File: src/rtl/spm_mac_pkg.sv
// rtl/spm_mac_pkg.sv - shared types and timing helpers for the serial/parallel MAC
package spm_mac_pkg;

  typedef enum logic [1:0] {
    IDLE = 2'd0,
    RUN  = 2'd1,
    FIX  = 2'd2,
    DONE = 2'd3
  } state_t;

  localparam int DEF_BITS = 32;

  function automatic int run_len(input int bits);
    return 2 * bits;
  endfunction

  localparam int RESULT_LATENCY = run_len(DEF_BITS) + 2;

endpackage

File: src/rtl/spm_mac_cell.sv
// rtl/spm_mac_cell.sv - delayed serial adder cell of the multiplier chain
module spm_mac_cell (
  input  logic clk,
  input  logic rst,
  input  logic clr,
  input  logic x_bit,
  input  logic a_bit,
  input  logic y_in,
  output logic sum
);

  logic       carry;
  logic [1:0] total;

  assign total = {1'b0, x_bit & a_bit} + {1'b0, y_in} + {1'b0, carry};

  always_ff @(posedge clk or negedge rst) begin
    if (!rst) begin
      carry <= 1'b0;
      sum   <= 1'b0;
    end else if (clr) begin
      carry <= 1'b0;
      sum   <= 1'b0;
    end else begin
      carry <= total[1];
      sum   <= total[0];
    end
  end

endmodule

File: src/rtl/spm_mac.sv
// rtl/spm_mac.sv - handshaked serial/parallel multiply-accumulate engine
module spm_mac
  import spm_mac_pkg::*;
#(
  parameter int BITS = DEF_BITS
) (
  input  logic              clk,
  input  logic              rst,
  input  logic              clr,
  input  logic              in_valid,
  output logic              in_ready,
  input  logic [BITS-1:0]   a,
  input  logic [BITS-1:0]   x,
  input  logic              signed_mode,
  input  logic              acc_en,
  output logic              out_valid,
  input  logic              out_ready,
  output logic [2*BITS-1:0] p,
  output logic              busy
);

  localparam int PW = 2 * BITS;
  localparam int CW = $clog2(run_len(BITS));
  localparam logic [CW-1:0] LAST = CW'(run_len(BITS) - 1);
  localparam logic [CW-1:0] XLEN = CW'(BITS);

  state_t          state, state_nxt;
  logic [CW-1:0]   cnt;
  logic [BITS-1:0] a_q, x_q, a_mag, x_mag, x_sh;
  logic            neg_q, acc_en_q;
  logic [PW-1:0]   prod, prod_full, prod_fix, acc;
  logic [BITS:0]   y_chain;
  logic            accept, x_bit, cell_clr;

  assign in_ready  = (state == IDLE) && !clr;
  assign out_valid = (state == DONE);
  assign busy      = (state == RUN) || (state == FIX);
  assign p         = acc;
  assign accept    = in_valid && in_ready;
  assign cell_clr  = clr || accept;

  // -2^(BITS-1) negates to itself, which is the correct unsigned magnitude
  assign a_mag = (signed_mode && a[BITS-1]) ? (~a + BITS'(1)) : a;
  assign x_mag = (signed_mode && x[BITS-1]) ? (~x + BITS'(1)) : x;

  assign x_sh  = x_q >> cnt;
  assign x_bit = (state == RUN) && (cnt < XLEN) && x_sh[0];

  // cell 0 holds the final product bit only once RUN has ended
  assign prod_full = {y_chain[0], prod[PW-1:1]};
  assign prod_fix  = neg_q ? (~prod_full + PW'(1)) : prod_full;

  assign y_chain[BITS] = 1'b0;

  for (genvar i = 0; i < BITS; i++) begin : g_cell
    spm_mac_cell u_cell (
      .clk   (clk),
      .rst   (rst),
      .clr   (cell_clr),
      .x_bit (x_bit),
      .a_bit (a_q[i]),
      .y_in  (y_chain[i+1]),
      .sum   (y_chain[i])
    );
  end

  always_ff @(posedge clk or negedge rst) begin
    if (!rst) state <= IDLE;
    else      state <= state_nxt;
  end

  always_comb begin
    state_nxt = state;
    case (state)
      IDLE: if (accept) state_nxt = RUN;
      RUN:  if (cnt == LAST) state_nxt = FIX;
      FIX:  state_nxt = DONE;
      DONE: if (out_ready) state_nxt = IDLE;
      default: state_nxt = IDLE;
    endcase
    if (clr) state_nxt = IDLE;
  end

  always_ff @(posedge clk or negedge rst) begin
    if (!rst) begin
      cnt      <= '0;
      a_q      <= '0;
      x_q      <= '0;
      neg_q    <= 1'b0;
      acc_en_q <= 1'b0;
      prod     <= '0;
      acc      <= '0;
    end else if (clr) begin
      cnt <= '0;
      acc <= '0;
    end else begin
      if (accept) begin
        a_q      <= a_mag;
        x_q      <= x_mag;
        neg_q    <= signed_mode && (a[BITS-1] ^ x[BITS-1]);
        acc_en_q <= acc_en;
        cnt      <= '0;
      end
      if (state == RUN) begin
        cnt  <= cnt + CW'(1);
        prod <= prod_full;
      end
      if (state == FIX) begin
        acc <= (acc_en_q ? acc : '0) + prod_fix;
      end
    end
  end

endmodule
File: config.mk
export PLATFORM = sky130hd
export DESIGN_NAME = spm_mac
export DESIGN_NICKNAME = d
export VERILOG_FILES = /design/src/rtl/spm_mac_pkg.sv /design/src/rtl/spm_mac_cell.sv /design/src/rtl/spm_mac.sv
export SDC_FILE = /design/constraint.sdc
export NUM_CORES = 1
export LEC_CHECK = 0
export BUFFER_PORTS_ARGS = -buffer_cell sky130_fd_sc_hd__buf_2
export CELL_PAD_IN_SITES_DETAIL_PLACEMENT = 1
export CELL_PAD_IN_SITES_GLOBAL_PLACEMENT = 2
export CORE_ASPECT_RATIO = 1.5
export CORE_MARGIN = 5
export CORE_UTILIZATION = 35
export DETAILED_ROUTE_END_ITERATION = 7
export GPL_ROUTABILITY_DRIVEN = 0
export PLACE_DENSITY_LB_ADDON = 0.1
export SYNTH_ARGS = -nofsm -noshare
export SYNTH_HDL_FRONTEND = slang
export SYNTH_SLANG_ARGS = --single-unit
File: constraint.sdc
create_clock -name clk -period 5.5 [get_ports clk]
set_input_delay 0.55 -clock clk [delete_from_list [all_inputs] [get_ports clk]]
set_output_delay 0.55 -clock clk [all_outputs]
set_load 0.02 [all_outputs]
# Yosys cells after proc, flatten, opt, wreduce, memory -nomap -nowiden

Cells that the tools add are included.

Bits in registers: 266
Input bits: 71
Output and inout port bits: 67
Word-level logic and storage cells: 280

Add/subtract/negate cells: 68
Magnitude comparators: 1
Equality and inequality tests: 7
Shift-type cells: 1
Mux-type cells: 78
Bitwise logic cells: 37
Reductions and logical operators: 16

Operator list:

| kind                  | number |
|---|---|
| $mux 64               | 4 |
| $add 1x1->2           | 32 |
| $add 32x1->32 const B | 2 |
| $add 64x1->64 const B | 1 |
| $add 64x64->64        | 1 |
| $mux 1                | 64 |
| $mux 32               | 2 |
| $not 32->32           | 2 |
| $not 64->64           | 1 |
| $add 2x1->2           | 31 |
| $and 1x1->1           | 32 |
| $shr 32x6->1          | 1 |
| $mux 6                | 3 |
| $mux 2                | 4 |
| $pmux 2 s4            | 1 |
| $logic_and 1x1->1     | 7 |
| $add 6x1->6 const B   | 1 |
| $eq 6x6->1 const B    | 1 |
| $lt 6x6->1 const B    | 1 |
| $ne 3x2->1 const B    | 2 |
| $eq 2x2->1 const B    | 2 |
| $reduce_and 2->1      | 2 |
| $ne 3x3->1 const B    | 1 |
| $reduce_and 3->1      | 1 |
| other kinds (8)       | 9 |

# Longest topological paths before layout

Gate-level depths: netlist of run 1.

Depth after elaboration: 7
Mapped depth: 21
Mapped depth without buffers: 20

# By module

From an unflattened synthesis of run 1, not the netlist that was laid out.

Cell total of the unflattened synthesis: 1850
Area total of the unflattened synthesis: 17568.1 um2

By module, submodules not included:

| module       | instances | cells an instance | area each (um2) | seq. area each (um2) |
|---|---|---|---|---|
| spm_mac      | 1         | 1658              | 14725.4         | 5029.8 |
| spm_mac_cell | 32        | 6                 | 88.8            | 50.0 |

# Least setup slack after synthesis of run 1

Ideal clock, no wire load.

Kind: reg2reg
From: register prod[28]
To: register acc[63] (netlist: p[63])
Library setup time: 0.082 ns
Data arrival time: 5.396 ns
Required time: 5.418 ns
Path slack: 0.022 ns
Stages on the path, launching flop included: 21
Buffers on the path: 1
Clock period less this slack: 5.478 ns
Cells stage by stage: dfrtp_1 -> or4_4 -> or4_4 -> or4_1 -> or3_4 -> or2_1 -> or4_4 -> or3_1 -> buf_6 -> nand2_1 -> xnor2_1 -> ha_1 -> a21oi_1 -> o21ai_0 -> a21o_1 -> a21o_1 -> a31oi_1 -> a21oi_1 -> o21a_1 -> or3_1 -> a31oi_1

Word-level cells in the longest chain between the ends: 6

RTL lines:

| element                | line           | RTL |
|---|---|---|
| start, declared        | spm_mac.sv:31  | `logic [PW-1:0] prod, prod_full, prod_fix, acc;` |
| start signal, assigned | spm_mac.sv:106 | `prod <= prod_full;` |
| $not 64->64            | spm_mac.sv:51  | `assign prod_fix = neg_q ? (~prod_full + PW'(1)) : prod_full;` |
| $add 64x1->64          | spm_mac.sv:51  |  |
| $mux 64 (*)            | spm_mac.sv:51  |  |
| $add 64x64->64 (*)     | spm_mac.sv:109 | `acc <= (acc_en_q ? acc : '0) + prod_fix;` |
| $mux 64 (*)            | spm_mac.sv:108 | `if (state == FIX) begin` |
| $mux 64 (*)            | spm_mac.sv:93  | `end else if (clr) begin` |
| end signal, assigned   | spm_mac.sv:109 |  |
| end, declared          | spm_mac.sv:31  |  |

Mark *: on every way between the ends. The rest lies on a longest branch, timed or not. The select of a mux whose other input is x is not followed.
A chain may end at the register's enable or synchronous reset.

# Final worst setup path of run 1

From: register prod[30]
To: register acc[63] (netlist: p[63])

Same word-level chain as after synthesis.

==> impl_metrics.env, run 1 <==
export IMPL_synth_area_leaders="dfrtp_1 38%, xnor2_1 6.2%, and2_1 5.9%"
export IMPL_crit_fanout=4
export IMPL_finalCoreUtilization=0.4171
export IMPL_areaGrowthSynthToFinish_pct=17.70
export IMPL_die_area_sq_mm=0.05406
export IMPL_whs_ps=19.92
export IMPL_gr_total_overflow=0
export IMPL_maxCapViolations=0
export IMPL_finalCritPeriodShare=1.012
export IMPL_synth_flop_cell="dfrtp_1"
export IMPL_hold_viol=0
export IMPL_grt_pass1_wl_um=83690
export IMPL_cts_sinks=265
export IMPL_syn_inst=1818
export IMPL_p_sw_frac=0.3223
export IMPL_cts_path_max_buffers=3
export IMPL_drc=0
export IMPL_tns_ps=-64.00
export IMPL_cts_tree="done"
export IMPL_viasPerCell=5.240
export IMPL_placed_area_sq_mm=0.01910
export IMPL_worst_slack_ps=-64.00
export IMPL_htreeDepth=1
export IMPL_crit_top_cell="or4_4"
export IMPL_cp_cell_sequence="or4_4, or4_4, or4_4, or3_4, or2_4, or4_4, or3_4, buf_6, buf_4, o21ai_2, xnor2_1, ha_1, a21o_1, a21oi_2, nor2b_1, o211ai_1, nand2_1, o21a_1, or3_1, a31oi_1"
export IMPL_io_buffers=137
export IMPL_status="finished, violations left"
export IMPL_synth_warning_count=0
export IMPL_fillers=5694
export IMPL_ant_nets=0
export IMPL_start_util=0.3544
export IMPL_cts_root_buf="clkbuf_16"
export IMPL_critPathKind="flop to flop"
export IMPL_totalWireLength_um=51060
export IMPL_final_cells=2659
export IMPL_pin_count=138
export IMPL_cp_top_family="simple AND/OR/NAND/NOR gates"
export IMPL_core_sq_mm=0.04880
export IMPL_track_usage=0.1909
export IMPL_rows=99
export IMPL_synth_nets=1993
export IMPL_layout_drive_gt1_share=0.1937
export IMPL_r2r_slack_ps=-60
export IMPL_insertion_delay_ps=570
export IMPL_p_int_w=0.004178
export IMPL_grt_max_degree=123
export IMPL_pwr_density_cell_mw_per_mm2=302.8
export IMPL_dp_hpwl_um=37870
export IMPL_die_w_um=191.5
export IMPL_syn_cell_area_sq_mm=0.01730
export IMPL_synth_cell_types=67
export IMPL_first_pass_iters=4
export IMPL_tightest_slew_ps=1048
export IMPL_synth_edff_count=0
export IMPL_grt_pass1_vias=15609
export IMPL_yosysMostFrequentCell="dfrtp_1"
export IMPL_finalSetupViolCount=1
export IMPL_pwr_share_seq=0.405
export IMPL_slew_headroom=0.3011
export IMPL_cts_made_buffers=29
export IMPL_ir_worst_vdd_mv=0.1905
export IMPL_reg2reg_depth=20
export IMPL_cp_end_kind="flop"
export IMPL_ys_ff_latch=265
export IMPL_critPathLaunchType="flop"
export IMPL_antenna_found_initial=1
export IMPL_path_buf_inv=2
export IMPL_seq_area_frac_synth=0.3834
export IMPL_r2r_start="prod[30]"
export IMPL_max_freq_ghz=0.1797
export IMPL_leakage_nw=9.892
export IMPL_drt_iter0_drc=420
export IMPL_hold_class="primary input to async pin"
export IMPL_cp_arrival_ps=6040
export IMPL_wl_per_cell_um=19.20
export IMPL_ys_async_sr_fraction=1.000
export IMPL_antenna_cells=0
export IMPL_cp_slowest_stage_delay_ps=530
export IMPL_num_nets_final=2157
export IMPL_cts_hold_buffers=0
export IMPL_cts_clk_slew_worst_paths_ps=60
export IMPL_p_sw_w=0.001987
export IMPL_vias=13932
export IMPL_min_period_ps=5564
export IMPL_worstReg2RegEnd="p[63]"
export IMPL_dp_cells=2598
export IMPL_slew_violations=0
export IMPL_cp_required_ps=5980
export IMPL_violations="setup timing"
export IMPL_crit_slowest_cell="or4_4"
export IMPL_design_area_sq_mm=0.02036
export IMPL_synth_area_leader_cell="dfrtp_1"
export IMPL_fp_dieH_um=282.3
export IMPL_fin_skew_ps=11.84
export IMPL_p_clk_frac=0.359
export IMPL_synth_top_area_frac=0.3834
export IMPL_power_frac_comb=0.237
export IMPL_avgSynthCellArea_sq_um=9.514
export IMPL_synth_common_cells="265 x dfrtp_1, 166 x nand2_1, 164 x and2_1"
export IMPL_rsz0062_at_grt="true"
## state kept, by name, summed over array words and instances, names as in the netlist
signal,flops
neg_q,1
a_q,32
g_cell.u_cell.sum,32
acc_en_q,1
state,2
x_q,32
cnt,6
g_cell.u_cell.carry,32
prod,63
p,64
## layer usage
layer	routed length, um	track usage	share of wire	up-vias
met2	26740	0.3555	0.52	198
met5	13	0	0.00025	-
li1	-	-	-	6735
met1	20600	0.2219	0.40	6904
met4	2210	0.07813	0.043	2
met3	1491	0.02049	0.029	93
## how the worst max path moves through the flow
stage,end,cells past startpoint,from,slack [ps]
3_3_place_gp,p[63],20,prod[18],-70
2_1_floorplan,p[63],20,prod[28],20
3_5_place_dp,p[63],20,prod[18],-200
4_1_cts,p[63],20,prod[30],2
6_report,p[63],20,prod[30],-60
5_1_grt,p[63],20,prod[30],-250
## power by group through the flow
stage	clock, W	combinational [W]	sequential (W)
after floorplan	0	0.00105	0.00242
after global placement	0	0.00146	0.00253
after detailed placement	0	0.00149	0.00254
after CTS	0.00230	0.00150	0.00251
after global routing	0.00237	0.00165	0.00255
final	0.00221	0.00146	0.00250
## through the flow
| step | power [W] | setup WS [ps] |
|---|---|---|
| after floorplan | 0.003476 | 22.24 |
| after global placement | 0.003987 | -72.37 |
| after detailed placement | 0.004029 | -200.7 |
| after CTS | 0.006301 | 2.097 |
| after global routing | 0.006574 | -250.8 |
| final | 0.006165 | -64.00 |
## what timing repair did
item / in CTS / in global routing
gates resized for setup: 16 / 18
buffers inserted: 4 / 5
endpoints found under the setup margin: 3 / 11
pin swaps: 12 / 11
gates cloned: 0 / 0
## cells by family after synthesis
| family | share of synthesized area |
|---|---|
| buf+inv | 0.02778 |
| fa+ha+maj | 0.08912 |
| xor+xnor | 0.08861 |
| mux | 0.07718 |
| flops | 0.3834 |
| simple gates | 0.1866 |
| compound gates | 0.1473 |
## layout by cell type (no fill, tap or decap), drive strengths merged, types with 8 or more instances in the layout
cell type    n
dfrtp      265
a31oi       20
or3         22
or4         20
and3        11
o21ai      140
o21bai      12
buf        224
mux2        63
mux2i       40
nand4       25
o21a         8
nor2       118
mux4        10
ha          72
a21o        27
a21oi      107
o31ai       32
nor2b       10
inv         36
nand2      166
clkbuf      38
nor4        14
nor3        22
o41ai       19
nand2b      12
nand3       13
and2       165
xor2        52
fa          32
xnor2      123
## layout make-up
class,instances,area (sq um),share of cell area
multi-input cells,1427,10340,0.5080
flip-flops and latches,265,6634,0.3259
repair buffers,224,1365,0.06705
well taps,656,820.8,0.04032
clock buffers,38,809.5,0.03976
clock inverters,14,256.5,0.01260
inverters,35,131.4,0.006453
(Power assumes the default switching activity.)
==> run 2: changes to the inputs <==
--- a/config.mk
+++ b/config.mk
@@ -14,6 +14,7 @@
 export DETAILED_ROUTE_END_ITERATION = 7
 export GPL_ROUTABILITY_DRIVEN = 0
 export PLACE_DENSITY_LB_ADDON = 0.1
+export SETUP_SLACK_MARGIN = 0.02
 export SYNTH_ARGS = -nofsm -noshare
 export SYNTH_HDL_FRONTEND = slang
 export SYNTH_SLANG_ARGS = --single-unit
==> run 2 against run 1 <==
  * Cell area rose by 0.36%
  * Highest routed layer unchanged
  * Register-to-register slack barely moved
  * Routed wire length rose by 0.14%
  * The flow still finishes with violations (setup timing)
  * Critical path type unchanged
  * Die area stayed put
==> impl_metrics.env, run 2 (same netlist as run 1, synthesis figures left out) <==
export IMPL_status="finished, violations left"
export IMPL_violations="setup timing"
export IMPL_finalSetupViolCount=2
export IMPL_power_w=0.006173
export IMPL_vias=13966
export IMPL_hold_class="primary input to async pin"
export IMPL_p_int_w=0.004179
export IMPL_num_nets_final=2158
export IMPL_worst_slack_ps=-69.93
export IMPL_insertion_delay_ps=570
export IMPL_cp_cell_sequence="or4_4, or4_4, or4_4, or3_4, or2_4, or4_4, or3_4, buf_6, buf_4, o21ai_2, xnor2_1, ha_1, a21o_1, a21oi_2, nor2b_1, o211ai_1, nand2_1, o21a_1, or3_1, a31oi_1"
export IMPL_rows=99
export IMPL_p_sw_w=0.001994
export IMPL_crit_top_cell="or4_4"
export IMPL_cp_slowest_stage_delay_ps=540
export IMPL_r2r_slack_ps=-70
export IMPL_crit_fanout=4
export IMPL_leakage_nw=9.915
export IMPL_dp_hpwl_um=37870
export IMPL_cp_top_family="simple AND/OR/NAND/NOR gates"
export IMPL_die_w_um=191.5
export IMPL_ant_nets=0
export IMPL_ir_worst_vdd_mv=0.1904
export IMPL_min_period_ps=5570
export IMPL_cts_clk_slew_worst_paths_ps=60
export IMPL_gr_total_overflow=0
export IMPL_whs_ps=18.55
export IMPL_cts_path_max_buffers=3
export IMPL_hold_viol=0
export IMPL_critPathLaunchType="flop"
export IMPL_maxCapViolations=0
export IMPL_fin_skew_ps=14.95
export IMPL_io_buffers=137
export IMPL_pwr_density_cell_mw_per_mm2=302.1
export IMPL_crit_slowest_cell="or4_4"
export IMPL_rsz0062_at_grt="true"
export IMPL_cts_tree="done"
export IMPL_cts_made_buffers=29
export IMPL_p_clk_frac=0.359
export IMPL_largest_reg_flops=64
export IMPL_wl_per_cell_um=19.22
export IMPL_grt_pass1_wl_um=83690
export IMPL_cp_end_kind="flop"
export IMPL_fp_dieH_um=282.3
export IMPL_areaGrowthSynthToFinish_pct=18.12
export IMPL_viasPerCell=5.250
export IMPL_antenna_cells=0
export IMPL_layout_common_cells="263 x dfrtp_1, 164 x and2_1, 163 x nand2_1"
export IMPL_finalCritPeriodShare=1.013
export IMPL_slew_violations=0
export IMPL_r2r_start="prod[30]"
export IMPL_cts_sinks=265
export IMPL_final_common_cell="dfrtp_1"
export IMPL_drt_iter0_drc=468
export IMPL_core_sq_mm=0.04880
export IMPL_path_buf_inv=2
export IMPL_p_sw_frac=0.3230
export IMPL_pwr_share_seq=0.404
export IMPL_htreeDepth=1
export IMPL_slew_headroom=0.3011
export IMPL_power_frac_comb=0.237
export IMPL_pin_count=138
export IMPL_grt_max_degree=123
export IMPL_start_util=0.3544
export IMPL_die_area_sq_mm=0.05406
export IMPL_grt_pass1_vias=15607
export IMPL_cp_arrival_ps=6050
export IMPL_cts_root_buf="clkbuf_16"
export IMPL_worstReg2RegEnd="p[63]"
export IMPL_cp_required_ps=5980
export IMPL_antenna_found_initial=1
export IMPL_max_freq_ghz=0.1795
export IMPL_tightest_slew_ps=1048
export IMPL_layout_drive_gt1_share=0.1971
export IMPL_first_pass_iters=4
export IMPL_reg2reg_depth=20
export IMPL_critPathKind="flop to flop"
export IMPL_track_usage=0.1909
export IMPL_drc=0
export IMPL_totalWireLength_um=51130
[run 2: how the worst max path moves through the flow]
stage / startpoint / endpoint / slack, ps / cells after the start
finish: prod[30] / p[63] / -70 / 20
global route: prod[30] / p[63] / -250 / 20
CTS: prod[30] / p[63] / 2 / 20
detailed placement: prod[18] / p[63] / -200 / 20
global placement: prod[18] / p[63] / -70 / 20
floorplan: prod[28] / p[63] / 20 / 20
[run 2: layer usage]
| layer | track usage | wire length (um) |
|---|---|---|
| met5 | 0 | 13 |
| met4 | 0.07813 | 2215 |
| met3 | 0.02049 | 1438 |
| met2 | 0.3555 | 26800 |
| met1 | 0.2219 | 20660 |
[run 2: power by group through the flow]
stage / Combinational, W / Clock [W] / Sequential, W
global placement: 0.00146 / 0 / 0.00253
CTS: 0.00150 / 0.00230 / 0.00251
global route: 0.00166 / 0.00237 / 0.00255
detailed placement: 0.00149 / 0 / 0.00254
finish: 0.00146 / 0.00221 / 0.00250
floorplan: 0.00105 / 0 / 0.00242
[run 2: metrics by stage]
step	worst slack (ps)	utilization	cell area, sq um	cells	TNS [ps]
after CTS	2.097	0.4152	20260	2654	0
final	-69.93	0.4186	20430	2660	-72.11
after global placement	-72.37	0.3914	19100	2598	-72.37
after detailed placement	-200.7	0.3914	19100	2598	-308.9
after floorplan	22.24	-	17300	1818	0
after global routing	-248.4	0.4186	20430	2660	-1079
[run 2: area by class of cell]
class / instances / area (sq um)
fill: 5693 / 28370
multi-input combinational: 1427 / 10410
sequential: 265 / 6634
timing repair buffer: 225 / 1373
tap: 656 / 820.8
clock buffer: 38 / 809.5
clock inverter: 14 / 256.5
inverter: 35 / 131.4
[run 2: worst reg2reg max path: stages, from the launching register on]
cell and delay (ps):
dfrtp_1 370, or4_4 540, or4_4 500, or4_4 430, or3_4 360, or2_4 250
or4_4 440, or3_4 360, buf_6 130, buf_4 150, o21ai_2 120, xnor2_1 90
ha_1 330, a21o_1 170, a21oi_2 130, nor2b_1 70, o211ai_1 200, nand2_1 110
o21a_1 220, or3_1 350, a31oi_1 160
[run 2: timing repair]
item	CTS	global route
endpoints found under the setup margin	4	11
hold buffers	0	0
resized for setup	16	30
setup buffers	4	6
pin swaps	12	17
==> run 3: changes to the inputs <==
--- a/config.mk
+++ b/config.mk
@@ -9,7 +9,7 @@
 export CELL_PAD_IN_SITES_DETAIL_PLACEMENT = 1
 export CELL_PAD_IN_SITES_GLOBAL_PLACEMENT = 2
 export CORE_ASPECT_RATIO = 1.5
-export CORE_MARGIN = 5
+export CORE_MARGIN = 2
 export CORE_UTILIZATION = 35
 export DETAILED_ROUTE_END_ITERATION = 7
 export GPL_ROUTABILITY_DRIVEN = 0
==> run 3 against run 2 <==
  * The flow still finishes with violations (setup timing)
  * Total power fell by 1.0%
  * Non-clock buffer count fell by 11
  * Sequential power barely moved
  * Global-route usage rose by 0.66 points
  * Count of clock-buffer cells in the layout rose by 2
  * First-iteration DRC count fell by 13%
==> impl_metrics.env, run 3 (same netlist as run 1, synthesis figures left out) <==
export IMPL_whs_ps=251.9
export IMPL_p_sw_frac=0.3291
export IMPL_design_area_sq_mm=0.02039
export IMPL_cts_sinks=265
export IMPL_tightest_slew_ps=1079
export IMPL_hold_viol=0
export IMPL_antenna_found_initial=4
export IMPL_final_common_cell="dfrtp_1"
export IMPL_die_area_sq_mm=0.05125
export IMPL_vias=13834
export IMPL_dp_hpwl_um=36580
export IMPL_crit_fanout=3
export IMPL_insertion_delay_ps=590
export IMPL_grt_pass1_wl_um=81190
export IMPL_cts_path_max_buffers=3
export IMPL_cp_arrival_ps=6010
export IMPL_final_cells=2653
export IMPL_cts_made_buffers=30
export IMPL_p_sw_w=0.002011
export IMPL_track_usage=0.1974
export IMPL_die_w_um=185.5
export IMPL_cts_tree="done"
export IMPL_viasPerCell=5.214
export IMPL_fp_dieH_um=276.3
export IMPL_gr_total_overflow=0
export IMPL_ir_worst_vdd_mv=0.2967
export IMPL_fin_skew_ps=23.43
export IMPL_placed_area_sq_mm=0.01906
export IMPL_slew_violations=0
export IMPL_first_pass_iters=4
export IMPL_status="finished, violations left"
export IMPL_p_int_w=0.004100
export IMPL_grt_pass1_vias=15070
export IMPL_finalSetupViolCount=1
export IMPL_use_met2=0.3772
export IMPL_htreeDepth=1
export IMPL_rows=99
export IMPL_cts_root_buf="clkbuf_16"
export IMPL_rsz0062_at_grt="true"
export IMPL_core_sq_mm=0.04868
export IMPL_io_buffers=137
export IMPL_max_freq_ghz=0.1811
export IMPL_layout_common_cells="263 x dfrtp_1, 164 x and2_1, 162 x nand2_1"
export IMPL_cts_clk_slew_worst_paths_ps=60
export IMPL_num_nets_final=2148
export IMPL_wl_per_cell_um=18.70
export IMPL_drt_iter0_drc=408
export IMPL_dp_cells=2592
export IMPL_totalWireLength_um=49610
export IMPL_maxCapViolations=0
export IMPL_layout_drive_gt1_share=0.1949
export IMPL_cp_end_kind="flop"
export IMPL_start_util=0.3553
export IMPL_p_clk_frac=0.353
export IMPL_cp_required_ps=5990
export IMPL_grt_busiest_layer="met2"
export IMPL_violations="setup timing"
export IMPL_grtUsageMet3=0.02318
export IMPL_pwr_density_cell_mw_per_mm2=299.7
export IMPL_slew_headroom=0.2807
export IMPL_ant_nets=0
export IMPL_worst_slack_ps=-21.68
export IMPL_drc=0
export IMPL_finalCritPeriodShare=1.004
export IMPL_critPathKind="flop to flop"
export IMPL_power_frac_comb=0.239
export IMPL_min_period_ps=5522
export IMPL_hold_class="primary input to flop"
export IMPL_grt_max_degree=135
export IMPL_critPathLaunchType="flop"
export IMPL_grt_util_met1=0.2267
export IMPL_pin_count=138
export IMPL_largest_reg_flops=64
export IMPL_pwr_share_seq=0.408
export IMPL_areaGrowthSynthToFinish_pct=17.88
export IMPL_leakage_nw=9.915
## run 3: path summary, 6_finish.rpt
path                       cells after the start  startpoint  slack (ps)                    end
setup / recovery                              19    prod[30]         -20                  p[63]
hold / removal                                 2      acc_en         250               acc_en_q
setup reg to reg                              19    prod[30]         -20                  p[63]
hold reg to reg                                2     a_q[11]         470                a_q[11]
max in group asynchronous                      3         rst        3660  g_cell[26].u_cell.sum
min in group asynchronous                      2         rst         520                  p[19]
## run 3: metrics by stage
stage	total power, W	setup TNS, ps	util	worst slack [ps]
2_1_floorplan	0.003476	0	-	22.24
3_3_place_gp	0.003973	-118.3	0.3915	-118.3
3_5_place_dp	0.004025	-412.4	0.3915	-240.8
4_1_cts	0.006238	-133.4	0.4141	-50.95
5_1_grt	0.006525	-788.3	0.4188	-226.1
6_report	0.006111	-21.68	0.4188	-21.68
## run 3: power groups by stage
stage / sequential (W) / combinational, W / clock [W]
floorplan: 0.00242 / 0.00105 / 0
global placement: 0.00252 / 0.00145 / 0
detailed placement: 0.00254 / 0.00149 / 0
global route: 0.00255 / 0.00166 / 0.00231
CTS: 0.00250 / 0.00150 / 0.00224
finish: 0.00249 / 0.00146 / 0.00216
## run 3: critical path, cell delays in order, from the launching register on
cell and delay [ps]:
dfrtp_1 380, or4_4 550, or4_4 500, or4_4 430
or3_4 370, or2_1 230, or4_4 430, or3_4 360
buf_6 140, o31ai_4 200, xnor2_2 140, ha_1 260
nand4_1 200, nor3_4 70, a21oi_2 140, a21boi_4 210
a21oi_2 90, o21a_1 210, or3_1 350, a31oi_1 190
## run 3: layout make-up
type                    instances  area, sq um
diodes                          1        2.502
clock buffers                  40        858.3
clock inverters                15        200.2
fillers                      5567        28290
inverters                      35        131.4
multi-input cells            1427        10450
flip-flops and latches        265         6634
well taps                     656        820.8
repair buffers                214         1296
## run 3: what timing repair did
item	CTS	global route
resized for setup	10	43
hold endpoints to repair	61	0
pin swaps	6	14
hold buffers	1	0
buffers inserted	0	4
setup endpoints to repair	7	13
## run 3: per-layer routing
metal | wire length, um | vias to the layer above
met3 | 1402 | 77
met5 | 37 | -
met4 | 1299 | 6
met1 | 19920 | 6850
met2 | 26950 | 176
li1 | - | 6725
